[config.mk]
export PLATFORM = sky130hd
export DESIGN_NAME = tinyalu_core
export DESIGN_NICKNAME = d
export VERILOG_FILES = /design/src/rtl/tinyalu_core.sv
export SDC_FILE = /design/constraint.sdc
export NUM_CORES = 1
export LEC_CHECK = 0
export BUFFER_PORTS_ARGS = -buffer_cell sky130_fd_sc_hd__buf_2
export CELL_PAD_IN_SITES_DETAIL_PLACEMENT = 0
export CELL_PAD_IN_SITES_GLOBAL_PLACEMENT = 1
export CORE_MARGIN = 4
export CORE_UTILIZATION = 44
export DETAILED_ROUTE_END_ITERATION = 12
export PLACE_DENSITY = 0.76
export SETUP_SLACK_MARGIN = 0.1
export SLEW_MARGIN = 10
export SYNTH_ARGS = -nofsm -noshare
export SYNTH_HDL_FRONTEND = slang
export SYNTH_SLANG_ARGS = --single-unit
export TNS_END_PERCENT = 20
[constraint.sdc]
create_clock -name clk -period 4.5 [get_ports clk]
set_clock_uncertainty 0.15 [all_clocks]
set_input_delay 0.45 -clock clk [delete_from_list [all_inputs] [get_ports clk]]
set_output_delay 0.45 -clock clk [all_outputs]
set_load 0.01 [all_outputs]
[src/rtl/tinyalu_core.sv]
// tinyalu_core: TinyALU datapath and control.
// One operand pair + opcode per start/done handshake. Logical ops finish one
// edge after capture; multiply runs through MUL_LATENCY-1 product registers
// before landing in the result register. done is a registered one-cycle pulse.
module tinyalu_core #(
  parameter int MUL_LATENCY = 3
) (
  input  logic        clk,
  input  logic        reset_n,
  input  logic [7:0]  A,
  input  logic [7:0]  B,
  input  logic [2:0]  op,
  input  logic        start,
  output logic        done,
  output logic [15:0] result
);

  typedef enum logic [1:0] {
    S_IDLE = 2'd0,
    S_EXEC = 2'd1,
    S_MUL  = 2'd2,
    S_HOLD = 2'd3
  } state_e;

  localparam logic [2:0] OP_ADD = 3'b001;
  localparam logic [2:0] OP_AND = 3'b010;
  localparam logic [2:0] OP_XOR = 3'b011;
  localparam logic [2:0] OP_MUL = 3'b100;
  localparam logic [2:0] OP_RST = 3'b111;

  // Number of product registers between operand capture and the result flop.
  localparam int         NSTG     = MUL_LATENCY - 1;
  // Counter is 1 right after capture and reaches MUL_LATENCY on the
  // completing edge's preceding cycle.
  localparam logic [2:0] CNT_LAST = 3'(MUL_LATENCY);

  state_e      state_q, state_d;
  logic [7:0]  a_q, a_d;
  logic [7:0]  b_q, b_d;
  logic [2:0]  op_q, op_d;
  logic [2:0]  cnt_q, cnt_d;
  logic [15:0] result_q, result_d;
  logic        done_q, done_d;
  logic [15:0] pipe_q [NSTG];
  logic [15:0] pipe_d [NSTG];
  logic        pipe_en;
  logic [15:0] logic_res;

  logic is_logic_op;
  assign is_logic_op = (op == OP_ADD) || (op == OP_AND) || (op == OP_XOR);

  // State register.
  always_ff @(posedge clk or negedge reset_n) begin
    if (!reset_n) state_q <= S_IDLE;
    else          state_q <= state_d;
  end

  // Next-state: a low start in EXEC/MUL aborts; HOLD waits for start to drop.
  always_comb begin
    state_d = state_q;
    case (state_q)
      S_IDLE: begin
        if (start) begin
          if (is_logic_op)       state_d = S_EXEC;
          else if (op == OP_MUL) state_d = S_MUL;
          else                   state_d = S_HOLD;
        end
      end
      S_EXEC: state_d = start ? S_HOLD : S_IDLE;
      S_MUL: begin
        if (!start)                state_d = S_IDLE;
        else if (cnt_q == CNT_LAST) state_d = S_HOLD;
      end
      S_HOLD: if (!start) state_d = S_IDLE;
      default: state_d = S_IDLE;
    endcase
  end

  // Single-cycle logical result from the captured operands and opcode.
  always_comb begin
    logic_res = 16'h0000;
    case (op_q)
      OP_ADD:  logic_res = {7'b0, ({1'b0, a_q} + {1'b0, b_q})};
      OP_AND:  logic_res = {8'b0, (a_q & b_q)};
      OP_XOR:  logic_res = {8'b0, (a_q ^ b_q)};
      default: logic_res = 16'h0000;
    endcase
  end

  // FSM outputs: operand capture, stage counter, result and done updates.
  always_comb begin
    a_d      = a_q;
    b_d      = b_q;
    op_d     = op_q;
    cnt_d    = cnt_q;
    result_d = result_q;
    done_d   = 1'b0;
    case (state_q)
      S_IDLE: begin
        if (start) begin
          if (is_logic_op) begin
            a_d  = A;
            b_d  = B;
            op_d = op;
          end else if (op == OP_MUL) begin
            a_d   = A;
            b_d   = B;
            cnt_d = 3'd1;
          end else if (op == OP_RST) begin
            result_d = 16'h0000;
          end
        end
      end
      S_EXEC: begin
        if (start) begin
          result_d = logic_res;
          done_d   = 1'b1;
        end
      end
      S_MUL: begin
        if (start) begin
          cnt_d = cnt_q + 3'd1;
          if (cnt_q == CNT_LAST) begin
            result_d = pipe_q[NSTG-1];
            done_d   = 1'b1;
          end
        end
      end
      default: ;
    endcase
  end

  // Datapath registers; reset clears result and done immediately.
  always_ff @(posedge clk or negedge reset_n) begin
    if (!reset_n) begin
      a_q      <= 8'h00;
      b_q      <= 8'h00;
      op_q     <= 3'b000;
      cnt_q    <= 3'd0;
      result_q <= 16'h0000;
      done_q   <= 1'b0;
    end else begin
      a_q      <= a_d;
      b_q      <= b_d;
      op_q     <= op_d;
      cnt_q    <= cnt_d;
      result_q <= result_d;
      done_q   <= done_d;
    end
  end

  // Product pipeline: stage 0 multiplies the captured operands, later stages
  // just delay. Only advances while a multiply is in flight.
  assign pipe_en = (state_q == S_MUL);

  always_comb begin
    pipe_d[0] = {8'b0, a_q} * {8'b0, b_q};
    for (int i = 1; i < NSTG; i++) pipe_d[i] = pipe_q[i-1];
  end

  // Product stage registers.
  always_ff @(posedge clk or negedge reset_n) begin
    if (!reset_n) begin
      for (int i = 0; i < NSTG; i++) pipe_q[i] <= 16'h0000;
    end else if (pipe_en) begin
      for (int i = 0; i < NSTG; i++) pipe_q[i] <= pipe_d[i];
    end
  end

  assign done   = done_q;
  assign result = result_q;

endmodule

### Word-level counts from Yosys, hierarchy flattened

Index checks and enable logic that the tools add are counted.

| storage, ports and cells | value |
|---|---|
| output and inout port bits | 17 |
| word-level logic and storage cells | 77 |
| register bits | 73 |

| operators by class | value |
|---|---|
| eq/ne operators | 22 |
| add/sub/neg operators | 2 |
| reduce and logical (&&, ||, !) cells | 11 |
| bitwise gates (word level) | 2 |
| muxes and demuxes | 30 |
| multipliers | 1 |

Operators by type and width:

| operator | number |
|---|---|
| $mux 16 | 7 |
| $pmux 16 s3 | 1 |
| $mux 8 | 4 |
| $pmux 9 s3 | 1 |
| $mul 8x8->16 | 1 |
| $ne 2x2->1 const B | 8 |
| $eq 3x2->1 const B | 5 |
| $mux 2 | 6 |
| $mux 3 | 4 |
| $add 8x8->9 | 1 |
| $reduce_and 3->1 | 3 |
| $and 8x8->8 | 1 |
| $pmux 2 s4 | 1 |
| $reduce_and 8->1 | 1 |
| $xor 8x8->8 | 1 |
| $eq 3x1->1 const B | 2 |
| $eq 3x3->1 const B | 2 |
| $pmux 3 s2 | 1 |
| $reduce_and 5->1 | 1 |
| $eq 2x2->1 const B | 2 |
| $mux 1 | 4 |
| $reduce_bool 2->1 | 2 |
| $add 3x1->3 const B | 1 |
| $ne 3x2->1 const B | 1 |
| other kinds (6) | 7 |

### Logic depth before layout (Yosys ltp)

| logic depth | value |
|---|---|
| word-level depth | 6 |
| mapped depth | 15 |
| gate-level depth less buffers | 15 |

### Least setup slack after synthesis

No wires, ideal clock.

| timing path | value |
|---|---|
| path kind | register -> register |
| start | register a_q[1] |
| end | register pipe_q (netlist bit pipe_d[13]) |
| required time | 4.224 ns |
| cell stages (with the launch flop) | 15 |
| setup slack | 0.033 ns |
| buffers on the path | 0 |
| library setup time | 0.126 ns |
| arrival time | 4.191 ns |
| period minus slack after synthesis | 4.467 ns |
| path through | dfrtp_1 nand2_1 fa_1 fa_1 inv_1 fa_1 inv_1 fa_1 inv_1 ha_1 a21oi_1 nor3b_1 a21oi_1 a31o_2 a221o_1 |

| between the ends | value |
|---|---|
| longest elaborated chain between the ends | 1 |

Ends and longest elaborated chain:

| element | line | source |
|---|---|---|
| from (decl) | 38 | `logic [7:0] a_q, a_d;` |
| from (signal assigned) | 136 | `a_q <= 8'h00;` |
| from (signal assigned) | 143 | `a_q <= a_d;` |
| $mul 8x8->16 | 157 | `pipe_d[0] = {8'b0, a_q} * {8'b0, b_q};` |
| to (decl) | 44 | `logic [15:0] pipe_q [NSTG];` |

Every way passes these cells.
A chain may end at the register's enable or synchronous reset.

### Final worst setup path

Same ends and word-level chain as after synthesis.

==> results.py <==
metrics = {
    "floorplanning": {
        "pin_count": 39,
        "die_h_um": 121,
        "dieArea_um2": 14700,
        "start_util_pct": 44.7,
        "rows": 41,
        "fp.dieW_um": 121,
        "coreArea_um2": 12600,
    },
    "sta": {
        "slew_headroom_pct": 30.0,
        "min_period_ns": 4.31,
        "maxSlewViolCount": 0,
        "hold_ws_ns": 0.0454,
        "max_clock_freq_mhz": 232,
        "fin_crit_sh_pct": 95.7,
        "hold_viol": 0,
        "final-setup-viol-count": 0,
        "rsz0062_at_grt": "true",
        "setup_tns_ns": 0,
        "worst_slew_pin_slew_ns": 1.05,
    },
    "critical_path": {
        "timing.rr.end": "pipe_d[13]",
        "cp.buffers_inverters": 3,
        "required_ns": 4.58,
        "slowest_stage": "fa_1",
        "cp-start-kind": "flip-flop",
        "r2r_cells": 14,
        "worst-r2r-setup-slack_ns": 0.19,
        "path_cells": "buf_6, and2_1, fa_2, inv_2, fa_1, fa_1, fa_1, inv_1, ha_2, a21oi_4, nor3b_4, a21oi_4, a31o_2, a221o_1",
        "criticalPathCategory": "flip-flop to flip-flop",
        "critPathTopFamily": "adder cells",
        "r2r-start": "a_q[1]",
        "cp_max_fo": 7,
        "cp_slowest_stage_delay_ns": 0.56,
        "critPathMostFrequentCell": "fa_1",
        "worstSetupEndpointType": "flip-flop",
        "crit_arrival_ns": 4.38,
    },
    "synthesis": {
        "synth-edff-count": 0,
        "syn_area_um2": 5620,
        "synthFlopType": "dfrtp_1",
        "synth_area_leaders": "dfrtp_1 (32%), fa_1 (13%), ha_1 (11%), mux2_2 (8.6%), and2_1 (4.6%)",
        "synth_fp_nets": 668,
        "synth_top_area_share_pct": 32.5,
        "yosysWarningCount": 0,
        "synth-seq-cells": 73,
        "yosys.cell_types.count": 59,
        "synth_seq_area_share_pct": 32.5,
        "synth_top_area_cell": "dfrtp_1",
        "netlist_instances": 558,
        "syn_avg_cell_area_um2": 10.1,
        "async_flop_share_pct": 100,
    },
    "detailed_routing": {
        "routed_via_density": 5.18,
        "ant_nets": 0,
        "vias": 4174,
        "drt-pass1-iter-count": 4,
        "routedWlPerCell_um": 16.3,
        "drt_wl_total_um": 13100,
        "drc_errors": 0,
        "first_iter_violations": 190,
    },
    "clocking": {
        "cts_hold_buf": 0,
        "cts_max_level": 3,
        "cts.sinks": 73,
        "cts_buffer_depth": 2,
        "tritoncts": "built",
        "clk_pin_slew_ns": 0.06,
        "insertion_delay_ns": 0.34,
        "cts_buffers": 9,
        "cts_root_buffer": "clkbuf_16",
    },
    "final_layout": {
        "fin_area_um2": 6800,
        "drive_above_1_share_pct": 29.5,
        "syn2layout_area_growth_pct": 20.9,
        "fin_nets": 739,
        "fin_cells": 806,
        "final_cell_mix": "dfrtp_1 (63), inv_1 (59), nand2_1 (57), mux2_2 (43), ha_1 (40)",
        "final_common_cell": "dfrtp_1",
        "diodes": 0,
    },
    "grt": {
        "grt.overflow.total": 0,
        "grt_use_total_pct": 19.1,
        "grt_pass1_wl_um": 21900,
        "antenna_found_initial": 0,
        "grt_max_degree": 51,
        "grt_pass1_vias": 4244,
    },
    "status": {
        "status": "finished, final reports clean",
    },
    "min_path": {
        "min_path_type": "primary input to async pin",
    },
    "placed_design": {
        "placed_area_um2": 6160,
        "hpwl_um": 10500,
        "portBuffers": 38,
        "numPlacedInstances": 778,
        "globalplace.congestion": 1.01,
    },
    "flow_run": {
        "drv_cap": 0,
    },
}
[cells by family (layout without fill, tap and decap cells)]
logic type | after synthesis | count (layout) | synth area share, %
compound gates | 99 | 99 | 12.6
xor+xnor | 6 | 6 | 0.934
fa+ha+maj | 88 | 88 | 24.5
buf+inv | 80 | 156 | 5.52
flops | 73 | 73 | 32.5
mux | 47 | 47 | 9.32
simple gates | 165 | 165 | 14.6
[cells in the mapped netlist (2+ instances only)]
| library cell | count |
|---|---|
| a2111oi_0 | 3 |
| a211oi_1 | 3 |
| a21boi_0 | 3 |
| a21o_1 | 9 |
| a21oi_1 | 18 |
| a221o_1 | 2 |
| a221oi_1 | 2 |
| a22o_1 | 3 |
| a22oi_1 | 6 |
| a311o_1 | 2 |
| a31oi_1 | 5 |
| and2_1 | 41 |
| and3_1 | 3 |
| buf_2 | 2 |
| clkbuf_1 | 10 |
| dfrtp_1 | 73 |
| fa_1 | 37 |
| ha_1 | 51 |
| inv_1 | 65 |
| mux2_2 | 43 |
| mux2i_1 | 4 |
| nand2_1 | 60 |
| nand2b_1 | 4 |
| nand3_1 | 14 |
| nor2_1 | 21 |
| nor2b_1 | 2 |
| nor3_1 | 6 |
| o211ai_1 | 2 |
| o21a_1 | 5 |
| o21ai_0 | 12 |
| o21ai_1 | 3 |
| o21bai_1 | 2 |
| o311ai_0 | 2 |
| o31ai_1 | 5 |
| or3b_2 | 3 |
| or4_1 | 4 |
| xnor2_1 | 6 |
[stage by stage]
step	util [%]	setup WS, ns
3_3_place_gp	49.0	0.0760
2_1_floorplan	-	0.114
6_report	54.1	0.192
5_1_grt	54.1	0.0669
4_1_cts	51.7	0.0851
3_5_place_dp	49.0	-0.0317
[routing by layer]
layer	vias up	share of wire, %	global-route usage (%)	wire (µm)
li1	2063	-	-	-
met1	2025	48	26.8	6300
met2	74	47	30.3	6120
met3	12	3.9	3.26	512
met5	-	0	0	0
met4	0	1.6	5.88	211
[registers in the layout, indices dropped and copies added, names as in the netlist]
name,count
b_q,8
cnt_q,3
a_q,8
result,16
state_q,2
op_q,3
pipe_d,16
pipe_q,16
done,1
[cell type report]
cell class / instances / area, µm²
well taps: 172 / 215
fillers: 1151 / 5770
inverters: 66 / 248
clock inverters: 7 / 103
multi-input cells: 405 / 3700
clock buffers: 9 / 225
repair buffers: 74 / 468
flip-flops and latches: 73 / 1840
[worst max-delay path by stage]
| stage | to | cells past startpoint | from |
|---|---|---|---|
| final | pipe_d[13] | 14 | a_q[1] |
| after detailed placement | pipe_d[14] | 13 | b_q[4] |
| after global placement | pipe_d[14] | 13 | a_q[2] |
| after global routing | pipe_d[13] | 14 | b_q[5] |
| after CTS | pipe_d[13] | 14 | a_q[2] |
| after floorplan | pipe_d[13] | 14 | b_q[7] |
[repair_timing]
item	in CTS	in global routing
endpoints found under the hold margin	0	0
pin swaps	1	28
cloned	0	0
gates resized for setup	9	47
setup buffers	0	12
setup endpoints to repair	3	8
Power is left out: the tool's default activity adds up to more than one toggle a clock period on the data nets, which glitch-free logic cannot reach.
